$ cat src/rtl/apb_pkg.sv
// ---------------------------------------------------------------------------
// apb_pkg
// Shared constants for the APB3 initiator and the benches that drive the
// SyncFIFO APB slave with it.
//   - One-hot FSM state encodings for apb_master.
//   - SyncFIFO register map: the write-data register and the status register.
//   - SyncFIFO status codes returned by a read of the status register.
// ---------------------------------------------------------------------------
package apb_pkg;

  // One-hot state encodings; any other value is treated as illegal.
  localparam logic [2:0] IDLE   = 3'b001;
  localparam logic [2:0] SETUP  = 3'b010;
  localparam logic [2:0] ACCESS = 3'b100;

  // SyncFIFO register map: base address plus per-register offsets.
  localparam logic [31:0] FIFO_BASE_ADDR  = 32'h2000_0000;
  localparam logic [31:0] FIFO_WRITE_DATA = 32'h0000_0000;
  localparam logic [31:0] FIFO_STATUS     = 32'h0000_0004;

  // Fill-level codes reported by the SyncFIFO status register.
  typedef enum logic [2:0] {
    FIFO_ST_EMPTY        = 3'd0,
    FIFO_ST_ALMOST_EMPTY = 3'd1,
    FIFO_ST_BELOW_HALF   = 3'd2,
    FIFO_ST_ABOVE_HALF   = 3'd3,
    FIFO_ST_ALMOST_FULL  = 3'd4,
    FIFO_ST_FULL         = 3'd5
  } fifo_status_e;

  // Absolute address of a SyncFIFO register, given its offset.
  function automatic logic [31:0] fifo_reg_addr(input logic [31:0] offset);
    return FIFO_BASE_ADDR + offset;
  endfunction

endpackage

$ cat src/rtl/apb_master_if.sv
// ---------------------------------------------------------------------------
// apb_master_if
// Bundles the command stream, the response stream and the APB3 bus of
// apb_master.
//   master modport : the initiator (apb_master) side.
//   slave modport  : the environment side (command source, response sink
//                    and APB completer).
// Signals:
//   cmd_valid/cmd_ready/cmd_write/cmd_addr/cmd_wdata : command stream
//   rsp_valid/rsp_rdata/rsp_err/rsp_timeout          : response pulse
//   psel/penable/pwrite/paddr/pwdata                 : APB requests
//   prdata/pready/pslverr                            : APB completions
// ---------------------------------------------------------------------------
interface apb_master_if #(
  parameter int ADDR_W = 32,
  parameter int DATA_W = 32
) ();

  logic              cmd_valid;
  logic              cmd_ready;
  logic              cmd_write;
  logic [ADDR_W-1:0] cmd_addr;
  logic [DATA_W-1:0] cmd_wdata;

  logic              rsp_valid;
  logic [DATA_W-1:0] rsp_rdata;
  logic              rsp_err;
  logic              rsp_timeout;

  logic              psel;
  logic              penable;
  logic              pwrite;
  logic [ADDR_W-1:0] paddr;
  logic [DATA_W-1:0] pwdata;
  logic [DATA_W-1:0] prdata;
  logic              pready;
  logic              pslverr;

  modport master (
    input  cmd_valid, cmd_write, cmd_addr, cmd_wdata,
    input  prdata, pready, pslverr,
    output cmd_ready,
    output rsp_valid, rsp_rdata, rsp_err, rsp_timeout,
    output psel, penable, pwrite, paddr, pwdata
  );

  modport slave (
    output cmd_valid, cmd_write, cmd_addr, cmd_wdata,
    output prdata, pready, pslverr,
    input  cmd_ready,
    input  rsp_valid, rsp_rdata, rsp_err, rsp_timeout,
    input  psel, penable, pwrite, paddr, pwdata
  );

endinterface

$ cat src/rtl/apb_master.sv
// ---------------------------------------------------------------------------
// apb_master
// APB3 initiator. It turns a valid/ready command stream into APB3 read/write
// transfers and returns one single-cycle response per transfer. It handles
// slave wait states, back-to-back transfers (2 cycles per zero-wait transfer)
// and PSLVERR.
// Ports:
//   clk  : clock, all logic on its rising edge
//   rst  : asynchronous active-high reset
//   bus  : apb_master_if.master (command, response and APB signals)
// Build option:
//   APB_TIMEOUT_EN : when defined, a watchdog aborts a transfer after
//                    TIMEOUT_CYCLES ACCESS cycles with PREADY low and reports
//                    rsp_err=1, rsp_timeout=1. Otherwise ACCESS waits
//                    indefinitely and rsp_timeout is always 0.
// ---------------------------------------------------------------------------
module apb_master
  import apb_pkg::*;
#(
  parameter int ADDR_W         = 32,
  parameter int DATA_W         = 32,
  parameter int TIMEOUT_CYCLES = 16
) (
  input logic         clk,
  input logic         rst,
  apb_master_if.master bus
);

  logic [2:0]        state_q, state_d;
  logic              pwrite_q, pwrite_d;
  logic [ADDR_W-1:0] paddr_q, paddr_d;
  logic [DATA_W-1:0] pwdata_q, pwdata_d;
  logic              rsp_valid_q, rsp_valid_d;
  logic [DATA_W-1:0] rsp_rdata_q, rsp_rdata_d;
  logic              rsp_err_q, rsp_err_d;

`ifdef APB_TIMEOUT_EN
  localparam logic [7:0] WDOG_LAST = 8'(TIMEOUT_CYCLES - 1);
  logic       rsp_timeout_q, rsp_timeout_d;
  logic [7:0] wdog_q, wdog_d;
`else
  // The watchdog length has no meaning without the watchdog.
  logic unused_timeout_cfg;
  assign unused_timeout_cfg = (TIMEOUT_CYCLES > 0);
`endif

  // State and datapath registers.
  always_ff @(posedge clk or posedge rst) begin
    if (rst) begin
      state_q     <= IDLE;
      pwrite_q    <= 1'b0;
      paddr_q     <= '0;
      pwdata_q    <= '0;
      rsp_valid_q <= 1'b0;
      rsp_rdata_q <= '0;
      rsp_err_q   <= 1'b0;
`ifdef APB_TIMEOUT_EN
      rsp_timeout_q <= 1'b0;
      wdog_q        <= 8'd0;
`endif
    end else begin
      state_q     <= state_d;
      pwrite_q    <= pwrite_d;
      paddr_q     <= paddr_d;
      pwdata_q    <= pwdata_d;
      rsp_valid_q <= rsp_valid_d;
      rsp_rdata_q <= rsp_rdata_d;
      rsp_err_q   <= rsp_err_d;
`ifdef APB_TIMEOUT_EN
      rsp_timeout_q <= rsp_timeout_d;
      wdog_q        <= wdog_d;
`endif
    end
  end

  // Next-state and datapath update.
  always_comb begin
    state_d     = state_q;
    pwrite_d    = pwrite_q;
    paddr_d     = paddr_q;
    pwdata_d    = pwdata_q;
    rsp_valid_d = 1'b0;
    rsp_rdata_d = rsp_rdata_q;
    rsp_err_d   = rsp_err_q;
`ifdef APB_TIMEOUT_EN
    rsp_timeout_d = rsp_timeout_q;
    wdog_d        = wdog_q;
`endif
    case (state_q)
      IDLE: begin
        if (bus.cmd_valid) begin
          pwrite_d = bus.cmd_write;
          paddr_d  = bus.cmd_addr;
          pwdata_d = bus.cmd_wdata;
          state_d  = SETUP;
`ifdef APB_TIMEOUT_EN
          wdog_d   = 8'd0;
`endif
        end
      end
      SETUP: begin
        state_d = ACCESS;
      end
      ACCESS: begin
        if (bus.pready) begin
          rsp_valid_d = 1'b1;
          if (!pwrite_q) begin
            rsp_rdata_d = bus.prdata;
          end
          rsp_err_d = bus.pslverr;
`ifdef APB_TIMEOUT_EN
          rsp_timeout_d = 1'b0;
`endif
          // cmd_ready follows pready here, so a waiting command is taken now
          // and the bus goes straight back to SETUP without dropping psel.
          if (bus.cmd_valid) begin
            pwrite_d = bus.cmd_write;
            paddr_d  = bus.cmd_addr;
            pwdata_d = bus.cmd_wdata;
            state_d  = SETUP;
`ifdef APB_TIMEOUT_EN
            wdog_d   = 8'd0;
`endif
          end else begin
            state_d = IDLE;
          end
        end
`ifdef APB_TIMEOUT_EN
        else if (wdog_q == WDOG_LAST) begin
          // Abort: no command can be taken here because pready is low.
          state_d       = IDLE;
          rsp_valid_d   = 1'b1;
          rsp_err_d     = 1'b1;
          rsp_timeout_d = 1'b1;
        end else begin
          wdog_d = wdog_q + 8'd1;
        end
`endif
      end
      default: begin
        state_d  = IDLE;
        pwrite_d = 1'b0;
        paddr_d  = '0;
        pwdata_d = '0;
      end
    endcase
  end

  // Output decode: psel/penable come straight from the state; an illegal
  // state forces every APB output low.
  always_comb begin
    bus.cmd_ready = 1'b0;
    bus.psel      = 1'b0;
    bus.penable   = 1'b0;
    bus.pwrite    = 1'b0;
    bus.paddr     = '0;
    bus.pwdata    = '0;
    case (state_q)
      IDLE: begin
        bus.cmd_ready = 1'b1;
        bus.pwrite    = pwrite_q;
        bus.paddr     = paddr_q;
        bus.pwdata    = pwdata_q;
      end
      SETUP: begin
        bus.psel   = 1'b1;
        bus.pwrite = pwrite_q;
        bus.paddr  = paddr_q;
        bus.pwdata = pwdata_q;
      end
      ACCESS: begin
        bus.cmd_ready = bus.pready;
        bus.psel      = 1'b1;
        bus.penable   = 1'b1;
        bus.pwrite    = pwrite_q;
        bus.paddr     = paddr_q;
        bus.pwdata    = pwdata_q;
      end
      default: ;
    endcase
  end

  assign bus.rsp_valid = rsp_valid_q;
  assign bus.rsp_rdata = rsp_rdata_q;
  assign bus.rsp_err   = rsp_err_q;
`ifdef APB_TIMEOUT_EN
  assign bus.rsp_timeout = rsp_timeout_q;
`else
  assign bus.rsp_timeout = 1'b0;
`endif

endmodule

$ cat src/flat_wrapper.sv
// flat-port wrapper written by rule: the top's interface ports become plain ports
module apb_master_flat import apb_pkg::*;
#(
  parameter int ADDR_W         = 32,
  parameter int DATA_W         = 32,
  parameter int TIMEOUT_CYCLES = 16
)
  (clk, rst, bus_cmd_valid, bus_cmd_write, bus_cmd_addr, bus_cmd_wdata, bus_prdata, bus_pready, bus_pslverr, bus_cmd_ready, bus_rsp_valid, bus_rsp_rdata, bus_rsp_err, bus_rsp_timeout, bus_psel, bus_penable, bus_pwrite, bus_paddr, bus_pwdata);
  apb_master_if #(.ADDR_W(ADDR_W), .DATA_W(DATA_W)) bus_i ();
  input logic clk;
  input logic rst;
  input wire logic [$bits(bus_i.cmd_valid)-1:0] bus_cmd_valid;
  input wire logic [$bits(bus_i.cmd_write)-1:0] bus_cmd_write;
  input wire logic [$bits(bus_i.cmd_addr)-1:0] bus_cmd_addr;
  input wire logic [$bits(bus_i.cmd_wdata)-1:0] bus_cmd_wdata;
  input wire logic [$bits(bus_i.prdata)-1:0] bus_prdata;
  input wire logic [$bits(bus_i.pready)-1:0] bus_pready;
  input wire logic [$bits(bus_i.pslverr)-1:0] bus_pslverr;
  output wire logic [$bits(bus_i.cmd_ready)-1:0] bus_cmd_ready;
  output wire logic [$bits(bus_i.rsp_valid)-1:0] bus_rsp_valid;
  output wire logic [$bits(bus_i.rsp_rdata)-1:0] bus_rsp_rdata;
  output wire logic [$bits(bus_i.rsp_err)-1:0] bus_rsp_err;
  output wire logic [$bits(bus_i.rsp_timeout)-1:0] bus_rsp_timeout;
  output wire logic [$bits(bus_i.psel)-1:0] bus_psel;
  output wire logic [$bits(bus_i.penable)-1:0] bus_penable;
  output wire logic [$bits(bus_i.pwrite)-1:0] bus_pwrite;
  output wire logic [$bits(bus_i.paddr)-1:0] bus_paddr;
  output wire logic [$bits(bus_i.pwdata)-1:0] bus_pwdata;
  assign bus_i.cmd_valid = bus_cmd_valid;
  assign bus_i.cmd_write = bus_cmd_write;
  assign bus_i.cmd_addr = bus_cmd_addr;
  assign bus_i.cmd_wdata = bus_cmd_wdata;
  assign bus_i.prdata = bus_prdata;
  assign bus_i.pready = bus_pready;
  assign bus_i.pslverr = bus_pslverr;
  assign bus_cmd_ready = bus_i.cmd_ready;
  assign bus_rsp_valid = bus_i.rsp_valid;
  assign bus_rsp_rdata = bus_i.rsp_rdata;
  assign bus_rsp_err = bus_i.rsp_err;
  assign bus_rsp_timeout = bus_i.rsp_timeout;
  assign bus_psel = bus_i.psel;
  assign bus_penable = bus_i.penable;
  assign bus_pwrite = bus_i.pwrite;
  assign bus_paddr = bus_i.paddr;
  assign bus_pwdata = bus_i.pwdata;
  apb_master #(.ADDR_W(ADDR_W), .DATA_W(DATA_W), .TIMEOUT_CYCLES(TIMEOUT_CYCLES)) u_core (.clk(clk), .rst(rst), .bus(bus_i));
endmodule
$ cat config.mk
export PLATFORM = sky130hd
export DESIGN_NAME = apb_master_flat
export DESIGN_NICKNAME = d
export VERILOG_FILES = /design/src/rtl/apb_pkg.sv /design/src/rtl/apb_master_if.sv /design/src/rtl/apb_master.sv /design/src/flat_wrapper.sv
export SDC_FILE = /design/constraint.sdc
export NUM_CORES = 1
export LEC_CHECK = 0
export CORE_UTILIZATION = 46
export DETAILED_ROUTE_END_ITERATION = 6
export GPL_TIMING_DRIVEN = 1
export PLACE_DENSITY_LB_ADDON = 0.15
export SLEW_MARGIN = 20
export SYNTH_ARGS = -nofsm -noshare
export SYNTH_HDL_FRONTEND = slang
export SYNTH_SLANG_ARGS = --single-unit
$ cat constraint.sdc
create_clock -name clk -period 9.8 [get_ports clk]
set_input_delay 2.45 -clock clk [delete_from_list [all_inputs] [get_ports clk]]
set_output_delay 2.45 -clock clk [all_outputs]
set_load 0.1 [all_outputs]
# Yosys cells after proc, flatten, opt, wreduce, memory -nomap -nowiden
# Index checks and enable logic that the tools add are counted.
# W data, S select, Z words.
dict set report totals {
  ff_bits 102
  in_bits 102
  wordCells 41
}
dict set report classes {
  eq_ne 5
  mux 21
  bitwise 2
  reduce_logical 6
}
# operator count
set ops {}
lappend ops {{$mux W32} 6}
lappend ops {{$pmux W32 S3} 2}
lappend ops {{$pmux W3 S3} 1}
lappend ops {{$mux W1} 7}
lappend ops {{$mux W3} 2}
lappend ops {{$reduce_and A2 Y1} 3}
lappend ops {{$ne A2 B2 Y1 const B} 2}
lappend ops {{$eq A3 B1 Y1 const B} 1}
lappend ops {{$eq A3 B2 Y1 const B} 1}
lappend ops {{$eq A3 B3 Y1 const B} 1}
lappend ops {{$pmux W1 S3} 1}
lappend ops {{$reduce_and A3 Y1} 1}
lappend ops {{$reduce_or A3 Y1} 1}
lappend ops {{$mux W2} 1}
lappend ops {{$not A1 Y1} 2}
lappend ops {{$pmux W1 S2} 1}
lappend ops {{$reduce_or A2 Y1} 1}

# Depth between registers and ports, before layout
dict set report logic_depth {
  word_depth 3
  ltp_mapped 7
  depth_no_buf 4
}

# Least setup slack after synthesis
# No wires, ideal clock.
dict set report synth_path {
  path_kind {input to output}
  startpoint {input port bus_pready}
  endpoint {output port bus_cmd_ready}
  t_arrival_ns 3.899
  required_ns 7.350
  path_slack_ns 3.451
  stages 3
  path_buffers 0
  path_cell_list {nand2_1 -> o21a_1 -> nor2_1}
}
dict set report synth_between {
  elab_chain_cells 1
}
# element line
set synth_lines {}
lappend synth_lines {{from (decl)} flat_wrapper.sv:17} ;# input wire logic [$bits(bus_i.pready)-1:0] bus_pready;
lappend synth_lines {{$pmux W1 S2} apb_master.sv:158} ;# case (state_q)
lappend synth_lines {{to (decl)} flat_wrapper.sv:19} ;# output wire logic [$bits(bus_i.cmd_ready)-1:0] bus_cmd_ready;
# Every way passes these cells.

# Worst setup path in the final report
# Ends and elaborated chain as after synthesis.

==> flow_summary.yaml <==
critical_path:
  crit_slowest_cell: "clkdlybuf4s50_1"
  path_max_fanout: 3
  start_kind: "input pin"
  slowest_delay_ns: 1.14
  crit_path_frequent_cell: "clkdlybuf4s50_1"
  path_buf_inv: 2
  path_delay_family: "buffers and inverters"
  path_cells: "clkdlybuf4s50_1 > nand2_1 > o21a_1 > nor2_1 > clkdlybuf4s50_1"
  endpoint_kind: "primary output"
  crit_arrival_ns: 4.44
  crit_required_ns: 7.35
  critPathKind: "input pin to primary output"
placement:
  postPlaceCellArea_sq_um: 6890
  io_buffers: 203
  place_inst: 763
  pre_cts_ws_ns: 2.93
  dp_hpwl_microns: 7910
  place_congestion: 0.765
synth:
  synth_top_area_frac: 0.525
  netlist_top_cells_area: "dfrtp_1 (52%), mux2i_1 (14%), and2_1 (8.4%)"
  synth-warning-count: 0
  synthesis.nets: 551
  synth_commonest_cells: "dfrtp_1 (101), nand2_1 (68), inv_1 (66), and2_1 (65), mux2i_1 (65)"
  syn_area_sq_um: 4820
  synth-edff-count: 0
  postSynthCellCount: 449
  ys_ff_latch: 102
  synthArstFlopShare: 1.00
  synth_seq_area_share: 0.530
  post-synth-top-area-cell: "dfrtp_1"
  ys.flop_type: "dfrtp_1"
  ys_types: 26
  yosysMostFrequentCell: "dfrtp_1"
  avgSynthCellArea_sq_um: 10.7
floorplanning:
  ios: 205
  die_x_microns: 104
  rows: 36
  start_util: 0.484
  die_area_sq_um: 10900
  chipHeight_microns: 104
  core_sq_um: 9950
routing:
  drcViolationCount: 0
  drt_iter0_drc: 99
  drtPass1Iterations: 6
  avgRoutedWirePerCell_microns: 14.6
  vias: 3663
  via_per_inst: 4.70
  drtAntennaViolNets: 0
  finalWirelength_microns: 11400
job:
  cap_violations: 0
clock_tree:
  cts_buffer_depth: 2
  post_cts_resize_count: 0
  holdBufCountCts: 0
  cts_sinks: 102
  cts_buffers: 9
  cts_htree_levels: 3
  clock-root-buffer: "clkbuf_8"
  post-cts-setup-buffer-count: 0
  clock_latency_ns: 0.35
  clk_pin_slew_ns: 0.10
  cts_tree: "yes"
timing:
  final.period_utilization: 0.703
  finalMaxSlewViolations: 0
  worst_pin_slew_ns: 1.11
  worst_slack_ns: 2.91
  period_needed_ns: 6.89
  finalHoldViolCount: 0
  fmax_ghz: 0.145
  finalSetupViolations: 0
  rsz0062_at_grt: "no"
  fin_worst_skew_ns: 0.00611
  max_slew_margin: 0.258
  tns_ns: 0
cells_and_area:
  design_area_sq_um: 7140
  nFillCells: 741
  multiInputGateArea_sq_um: 1860
  seqCellArea_sq_um: 2550
  num_antenna_cells: 0
  fin_cells: 779
  area_growth_pct: 48.3
  drive_gt1_frac: 0.0433
  fin_nets: 743
grt:
  grt_start_max_net_pins: 85
  grt-ovfl-total: 0
  antenna_found_initial: 0
  grt_pass1_wl_microns: 18600
  grt_pass1_vias: 3785
  grt_usage: 0.216
worst_hold_path:
  min-delay-path-class: "flip-flop to flip-flop"
status:
  status: "finished, final reports clean"
==> final cells by class <==
cell class              instances  area share
repair buffers                207       0.289
clock buffers                  10      0.0193
clock inverters                 6      0.0152
flip-flops and latches        102       0.357
well taps                     133      0.0233
multi-input cells             254       0.260
inverters                      67      0.0356
==> through the flow <==
step           hold WS, ns  utilization
2_1_floorplan        0.491            -
3_3_place_gp         0.467        0.693
5_1_grt              0.507        0.718
3_5_place_dp         0.475        0.693
4_1_cts              0.497        0.717
6_report             0.493        0.718
==> worst register-to-register path, delay by kind of cell, from the launching register on <==
kind / cells / cell delay (ns)
multiplexers: 1 / 0.37
AO/OA/AOI/OAI: 1 / 0.25
AND/OR/NAND/NOR: 1 / 0.23
buffers and inverters: 1 / 0.87
flip-flops: 1 / 0.68
==> state kept, by name (all words and copies together) (netlist names) <==
name                  flops
u_core.bus.rsp_rdata     32
u_core.pwdata_q          32
u_core.bus.rsp_valid      1
u_core.bus.rsp_err        1
u_core.state_q            3
u_core.pwrite_q           1
u_core.paddr_q           32
==> cell families (layout without fill, tap and decap cells) <==
logic type,Yosys count,after routing,synth area share
other,1,1,0.000778
AOI/OAI and AO/OA,10,10,0.0127
buffers and inverters,93,290,0.0906
DFF,102,102,0.530
muxes,98,98,0.212
and+or+nand+nor,145,145,0.154
==> layout by cell type (no fill, tap or decap) <==
cell type,instances
o32ai_4,1
inv_1,65
inv_2,1
o21ai_0,1
conb_1,1
buf_4,3
a21boi_0,1
nor4_4,1
nor3_1,1
bufinv_16,3
clkinv_2,2
a21oi_4,1
clkbuf_8,10
and2_1,65
nand2b_1,4
clkdlybuf4s50_1,203
buf_6,1
or2_2,1
nor2b_1,1
dfrtp_1,101
nor2_1,4
mux2_2,1
mux2i_1,65
mux2_1,32
inv_4,1
clkinv_4,1
nand2_1,68
dfstp_2,1
a21boi_1,1
a21oi_1,4
o21a_1,1
==> layer usage <==
metal | global-route usage | vias to the layer above | wire length (microns)
met2 | 0.355 | 128 | 5560
met3 | 0.0564 | 18 | 771
met5 | 0 | - | 0
met1 | 0.272 | 1749 | 4830
met4 | 0.0827 | 0 | 217
li1 | - | 1768 | -
==> worst paths after layout <==
| kind | depth (start not counted) | slack (ns) | from | endpoint |
|---|---|---|---|---|
| max | 5 | 2.91 | bus_pready | bus_cmd_ready |
| min | 1 | 0.49 | u_core.bus.rsp_rdata[4] | u_core.bus.rsp_rdata[4] |
| min in group asynchronous | 2 | 2.37 | rst | u_core.bus.rsp_rdata[26] |
| max reg2reg | 4 | 7.32 | u_core.state_q[0] | u_core.paddr_q[23] |
| max in group asynchronous | 3 | 6.41 | rst | u_core.pwdata_q[10] |
| min reg2reg | 1 | 0.49 | u_core.bus.rsp_rdata[4] | u_core.bus.rsp_rdata[4] |
Power is left out: the tool's default activity adds up to more than one toggle a clock period on the data nets, which glitch-free logic cannot reach.
